<file path="src/rtl/irq_sched_pkg.sv">
// Shared types, constants and helpers for the interrupt scheduler.
package irq_sched_pkg;

    localparam int unsigned IRQ_W    = 32;
    localparam int unsigned IRQ_ID_W = 5;

    localparam int unsigned IRQ_TIMER    = 0;
    localparam int unsigned IRQ_EBREAK   = 1;
    localparam int unsigned IRQ_BUSERROR = 2;

    typedef enum logic [1:0] {
        IDLE   = 2'd0,
        REQ    = 2'd1,
        ACTIVE = 2'd2,
        DELAY  = 2'd3
    } irq_sched_state_t;

    // Index of the lowest set bit; 0 when the vector is empty.
    function automatic logic [IRQ_ID_W-1:0] lowest_set(input logic [IRQ_W-1:0] v);
        logic [IRQ_ID_W-1:0] idx;
        idx = '0;
        for (int i = IRQ_W - 1; i >= 0; i--) begin
            if (v[i]) idx = IRQ_ID_W'(i);
        end
        return idx;
    endfunction

endpackage

</file>
<file path="src/rtl/irq_timer.sv">
// Countdown timer feeding interrupt line 0; fire is a registered one-cycle pulse.
module irq_timer
    import irq_sched_pkg::*;
(
    input  logic             clk,
    input  logic             reset,
    input  logic             we,
    input  logic [IRQ_W-1:0] wdata,
    output logic [IRQ_W-1:0] value,
    output logic             fire
);

    // Load overrides both the decrement and the 1->0 fire.
    always_ff @(posedge clk) begin
        if (reset) begin
            value <= '0;
            fire  <= 1'b0;
        end else if (we) begin
            value <= wdata;
            fire  <= 1'b0;
        end else begin
            fire <= (value == IRQ_W'(1));
            if (value != '0) value <= value - IRQ_W'(1);
        end
    end

endmodule

</file>
<file path="src/rtl/irq_sched.sv">
// Interrupt scheduler: pending/mask handling, one-at-a-time entry over req/ack,
// nesting blocked until return, one idle cycle before the next entry.
// Optional countdown timer on line 0 is built when IRQ_SCHED_TIMER_EN is defined.
module irq_sched
    import irq_sched_pkg::*;
#(
    parameter logic [IRQ_W-1:0] LATCHED_IRQ = 32'hffff_ffff,
    parameter logic [IRQ_W-1:0] MASKED_IRQ  = 32'h0000_0000
) (
    input  logic                clk,
    input  logic                reset,
    input  logic [IRQ_W-1:0]    irq,
    input  logic                decoder_trigger,
    input  logic                mask_we,
    input  logic [IRQ_W-1:0]    mask_wdata,
    output logic [IRQ_W-1:0]    mask_rdata,
    input  logic                timer_we,
    input  logic [IRQ_W-1:0]    timer_wdata,
    output logic [IRQ_W-1:0]    timer_rdata,
    output logic                irq_req,
    input  logic                irq_ack,
    output logic [IRQ_W-1:0]    irq_pending_q,
    output logic [IRQ_ID_W-1:0] irq_id,
    input  logic                irq_ret,
    output logic                irq_active,
    output logic [IRQ_W-1:0]    eoi
);

    irq_sched_state_t state;
    logic [IRQ_W-1:0] pend;
    logic [IRQ_W-1:0] pend_n;
    logic [IRQ_W-1:0] clr;
    logic [IRQ_W-1:0] avail;
    logic             timer_fire;

`ifdef IRQ_SCHED_TIMER_EN
    irq_timer u_timer (
        .clk   (clk),
        .reset (reset),
        .we    (timer_we),
        .wdata (timer_wdata),
        .value (timer_rdata),
        .fire  (timer_fire)
    );
`else
    logic unused_timer;
    assign unused_timer = ^{timer_we, timer_wdata};
    assign timer_rdata  = '0;
    assign timer_fire   = 1'b0;
`endif

    // Serviced bits are cleared as the core accepts the entry.
    assign clr   = (state == REQ && irq_ack) ? irq_pending_q : '0;
    assign avail = pend & ~mask_rdata;

    // Next pending: latched lines are sticky, level lines follow input; set beats clear.
    always_comb begin
        pend_n            = ((pend & ~clr) & LATCHED_IRQ) | irq;
        pend_n[IRQ_TIMER] = pend_n[IRQ_TIMER] | timer_fire;
        pend_n            = pend_n & ~MASKED_IRQ;
    end

    // Pending register.
    always_ff @(posedge clk) begin
        if (reset) pend <= '0;
        else       pend <= pend_n;
    end

    // Software mask, writable in any state.
    always_ff @(posedge clk) begin
        if (reset)        mask_rdata <= '1;
        else if (mask_we) mask_rdata <= mask_wdata;
    end

    // Entry/exit sequencer with registered handshake outputs.
    always_ff @(posedge clk) begin
        if (reset) begin
            state         <= IDLE;
            irq_req       <= 1'b0;
            irq_active    <= 1'b0;
            eoi           <= '0;
            irq_pending_q <= '0;
            irq_id        <= '0;
        end else begin
            case (state)
                IDLE: begin
                    if (decoder_trigger && |avail) begin
                        state         <= REQ;
                        irq_req       <= 1'b1;
                        irq_pending_q <= avail;
                        irq_id        <= lowest_set(avail);
                    end
                end
                REQ: begin
                    if (irq_ack) begin
                        state      <= ACTIVE;
                        irq_req    <= 1'b0;
                        irq_active <= 1'b1;
                        eoi        <= irq_pending_q;
                    end
                end
                ACTIVE: begin
                    if (irq_ret) begin
                        state      <= DELAY;
                        irq_active <= 1'b0;
                        eoi        <= '0;
                    end
                end
                DELAY: begin
                    state <= IDLE;
                end
                default: begin
                    state <= IDLE;
                end
            endcase
        end
    end

endmodule

</file>
<file path="config.mk">
export PLATFORM = sky130hd
export DESIGN_NAME = irq_sched
export DESIGN_NICKNAME = d
export VERILOG_FILES = /design/src/rtl/irq_sched_pkg.sv /design/src/rtl/irq_timer.sv /design/src/rtl/irq_sched.sv
export SDC_FILE = /design/constraint.sdc
export NUM_CORES = 1
export LEC_CHECK = 0
export CELL_PAD_IN_SITES_DETAIL_PLACEMENT = 0
export CELL_PAD_IN_SITES_GLOBAL_PLACEMENT = 1
export CORE_ASPECT_RATIO = 1.75
export CORE_MARGIN = 2
export CORE_UTILIZATION = 28
export CTS_CLUSTER_SIZE = 20
export DETAILED_ROUTE_END_ITERATION = 12
export GPL_TIMING_DRIVEN = 0
export PLACE_DENSITY_LB_ADDON = 0.1
export SKIP_LAST_GASP = 1
export SYNTH_ARGS = -nofsm -noshare
export SYNTH_HDL_FRONTEND = slang
export SYNTH_SLANG_ARGS = --single-unit
</file>
<file path="constraint.sdc">
create_clock -name clk -period 2.6 [get_ports clk]
set_input_delay 0.39 -clock clk [delete_from_list [all_inputs] [get_ports clk]]
set_output_delay 0.39 -clock clk [all_outputs]
set_load 0.005 [all_outputs]
</file>
==> impl_metrics.toml <==
[die]
die_y_um = 193
die_width_um = 112
coreArea_sq_um = 20200
core.rowCount = 69
die_area_sq_um = 21600
ios = 238
initial_core_util_pct = 28.3

[power_and_ir_drop]
p_total_mw = 6.41
p_int_mw = 4.46
power.share.sequential_pct = 36.7
p_switching_mw = 1.96
sw_frac_of_total_pct = 30.5
combPwrFrac_pct = 26.7
max-vdd-ir-drop_mv = 0.355
powerDensity_nw_per_um2 = 732
p_leak_nw = 3.39
p_clk_share_pct = 36.6

[place]
dp.cells = 1087
hpwl_um = 15200
portBuffers = 171
place_congestion = 0.786
dpl_cell_area_sq_um = 7860
dp_slack_ns = -0.182

[logic_synthesis]
async_flop_share_pct = 0
ys_warn_count = 0
synth_area_sq_um = 5720
synth_top_flop_cell = "dfxtp_1"
synth_edf_count = 0
syn_avg_cell_area_sq_um = 8.98
synth_top_area_share_pct = 47.9
synth_top_area_cell = "dfxtp_1"
ys_types = 40
synth-seq-area-share_pct = 47.9
syn_inst = 637
ys_top_cells_by_area = "dfxtp_1 (48%), nor2_1 (7.2%), nor2b_1 (6.9%)"
ys_seq_elements = 137

[clocking]
htreeDepth = 4
cts.clk_slew.worst_paths_ns = 0.06
clk_path_buf_depth = 2
clock-root-buffer = "clkbuf_16"
numCtsBuffers = 17
hold_buffers = 0
clkSinkCount = 137
cts_tree = "done"
clk_latency_ns = 0.42

[worst_setup_path]
cp-end-kind = "register"
critPathKind = "register to register"
cp-start-kind = "register"
arrival_ns = 2.84
required_ns = 2.88
critPathMaxFanout = 7

[finish]
finalInstanceArea_sq_um = 8760
area_growth_pct = 53.2
drive_above_1_share_pct = 13.7
final_util_pct = 43.4
num-fill-cells = 2095
final_nets = 976
diodes = 0
finalNonFillerCells = 1131

[timing]
fmax_ghz = 0.391
max_slew_margin_pct = 50.8
worst_slew_pin_slew_ns = 0.739
fin_crit_ns = 2.56
hold_violations = 0
finalClockSkew_ns = 0.0125
setup-violations-final = 0
tns_ns = 0
hold_slack_ns = 0.474
rsz0062_at_grt = "yes"
final_max_slew_viol_count = 0
worst_slack_ns = 0.0419
min_period_over_period_pct = 98.4

[routing]
met2_length_um = 11400
drt-total-wl_um = 20100
routedWlPerCell_um = 17.7
via_per_inst = 4.64
met1_length_um = 7580
vias = 5252
drt_pass1_iterations = 4
drc = 0
dr_wl_met3_um = 799
top_layer = "met4"
drtIter0Drc = 159
drtAntennaViolNets = 0

[global_route]
grt_overflow = 0
antenna_found_initial = 0
grt_use_total_pct = 18.1
grt_max_degree = 17
grt_first_pass_wirelength_um = 29800
grt_pass1_vias = 5255

[min_path]
hold_class = "register to register"

[outcome]
status = "completed"

[run]
cap_violations = 0
==> layout make-up <==
type | instances | area, sq um | share of cell area (%)
Timing Repair Buffer | 183 | 1870 | 21.3
Clock buffer | 20 | 457 | 5.21
Sequential cell | 137 | 2760 | 31.5
Multi-Input combinational cell | 452 | 2770 | 31.6
Inverter | 10 | 37.5 | 0.428
Buffer | 69 | 448 | 5.11
Tap cell | 248 | 310 | 3.54
Clock inverter | 12 | 116 | 1.33
==> state kept, by name (all words and copies together) (netlist names) <==
register	count
mask_rdata	32
state	2
irq_pending_q	32
pend	32
eoi	32
irq_req	1
irq_active	1
irq_id	5
==> what timing repair did <==
item | 4_1_cts | 5_1_grt
gates resized for setup | 11 | 43
setup endpoints to repair | 31 | 64
cloned | 0 | 3
buffers inserted | 3 | 6
pin swaps | 3 | 3
hold endpoints to repair | 0 | 0
==> path summary, 6_finish.rpt <==
check,start,to,cells past startpoint,slack [ns]
setup / recovery,pend[2],irq_pending_q[22],8,0.04
hold / removal,irq_id[2],irq_id[2],2,0.47
setup reg to reg,pend[2],irq_pending_q[22],8,0.04
hold reg to reg,irq_id[2],irq_id[2],2,0.47
==> logic make-up after synthesis <==
family	Yosys count	share of synthesized area, %
other	1	0.0656
flip-flops	137	47.9
AND/OR/NAND/NOR	247	21.2
adder cells (fa/ha/maj)	3	0.656
AO/OA/AOI/OAI	137	16.6
buffers and inverters	79	7.81
multiplexers	33	5.77
==> synth_stat cells, types with 3 or more instances <==
cell and number:
mux2i_1 33, nand2b_1 12, nor2b_1 63, clkbuf_1 30
nor4_1 5, o21ai_0 9, nor2_1 109, buf_1 3
buf_6 4, inv_1 10, ha_1 3, a22oi_1 32
nor2b_4 3, buf_4 32, nand2_1 37, or4_1 6
o21a_1 3, a211oi_1 3, a211o_1 32, nor3_1 6
dfxtp_1 137, a21oi_1 45
==> routing by layer <==
| metal | GRT usage (%) | up-vias |
|---|---|---|
| met4 | 5.86 | 0 |
| met1 | 19.1 | 2494 |
| met5 | 0 | - |
| met2 | 35.5 | 154 |
| li1 | - | 2586 |
| met3 | 3.78 | 18 |
==> power groups by stage <==
stage | clock, mW | sequential (mW) | combinational, mW
5_1_grt | 2.51 | 2.38 | 1.84
3_3_place_gp | 0 | 2.39 | 1.45
2_1_floorplan | 0 | 2.37 | 0.843
3_5_place_dp | 0 | 2.39 | 1.47
4_1_cts | 2.41 | 2.35 | 1.52
6_report | 2.35 | 2.36 | 1.71
==> critical path: stages (launching register included) <==
cell	delay, ns
dfxtp_2	0.32
nor2b_4	0.12
or4_4	0.54
or4b_4	0.58
o311a_4	0.33
buf_12	0.16
clkbuf_16	0.16
mux2i_1	0.15
nor2_1	0.05
==> placed cells by master (no fill, tap or decap), types with 5 or more instances in the layout <==
cell type	n
mux2i_1	32
nor2_1	109
o21ai_0	9
nor3_1	6
conb_1	32
or4_4	5
inv_1	10
nand2_1	37
clkinvlp_4	5
dfxtp_1	124
clkdlybuf4s50_1	171
nor2b_1	55
buf_12	5
a21oi_1	44
clkbuf_16	20
a211o_1	32
dfxtp_2	13
buf_4	40
nand2b_1	12
nor2b_4	10
clkbuf_1	28
a22oi_1	32
Power figures use the tool's default switching activity.
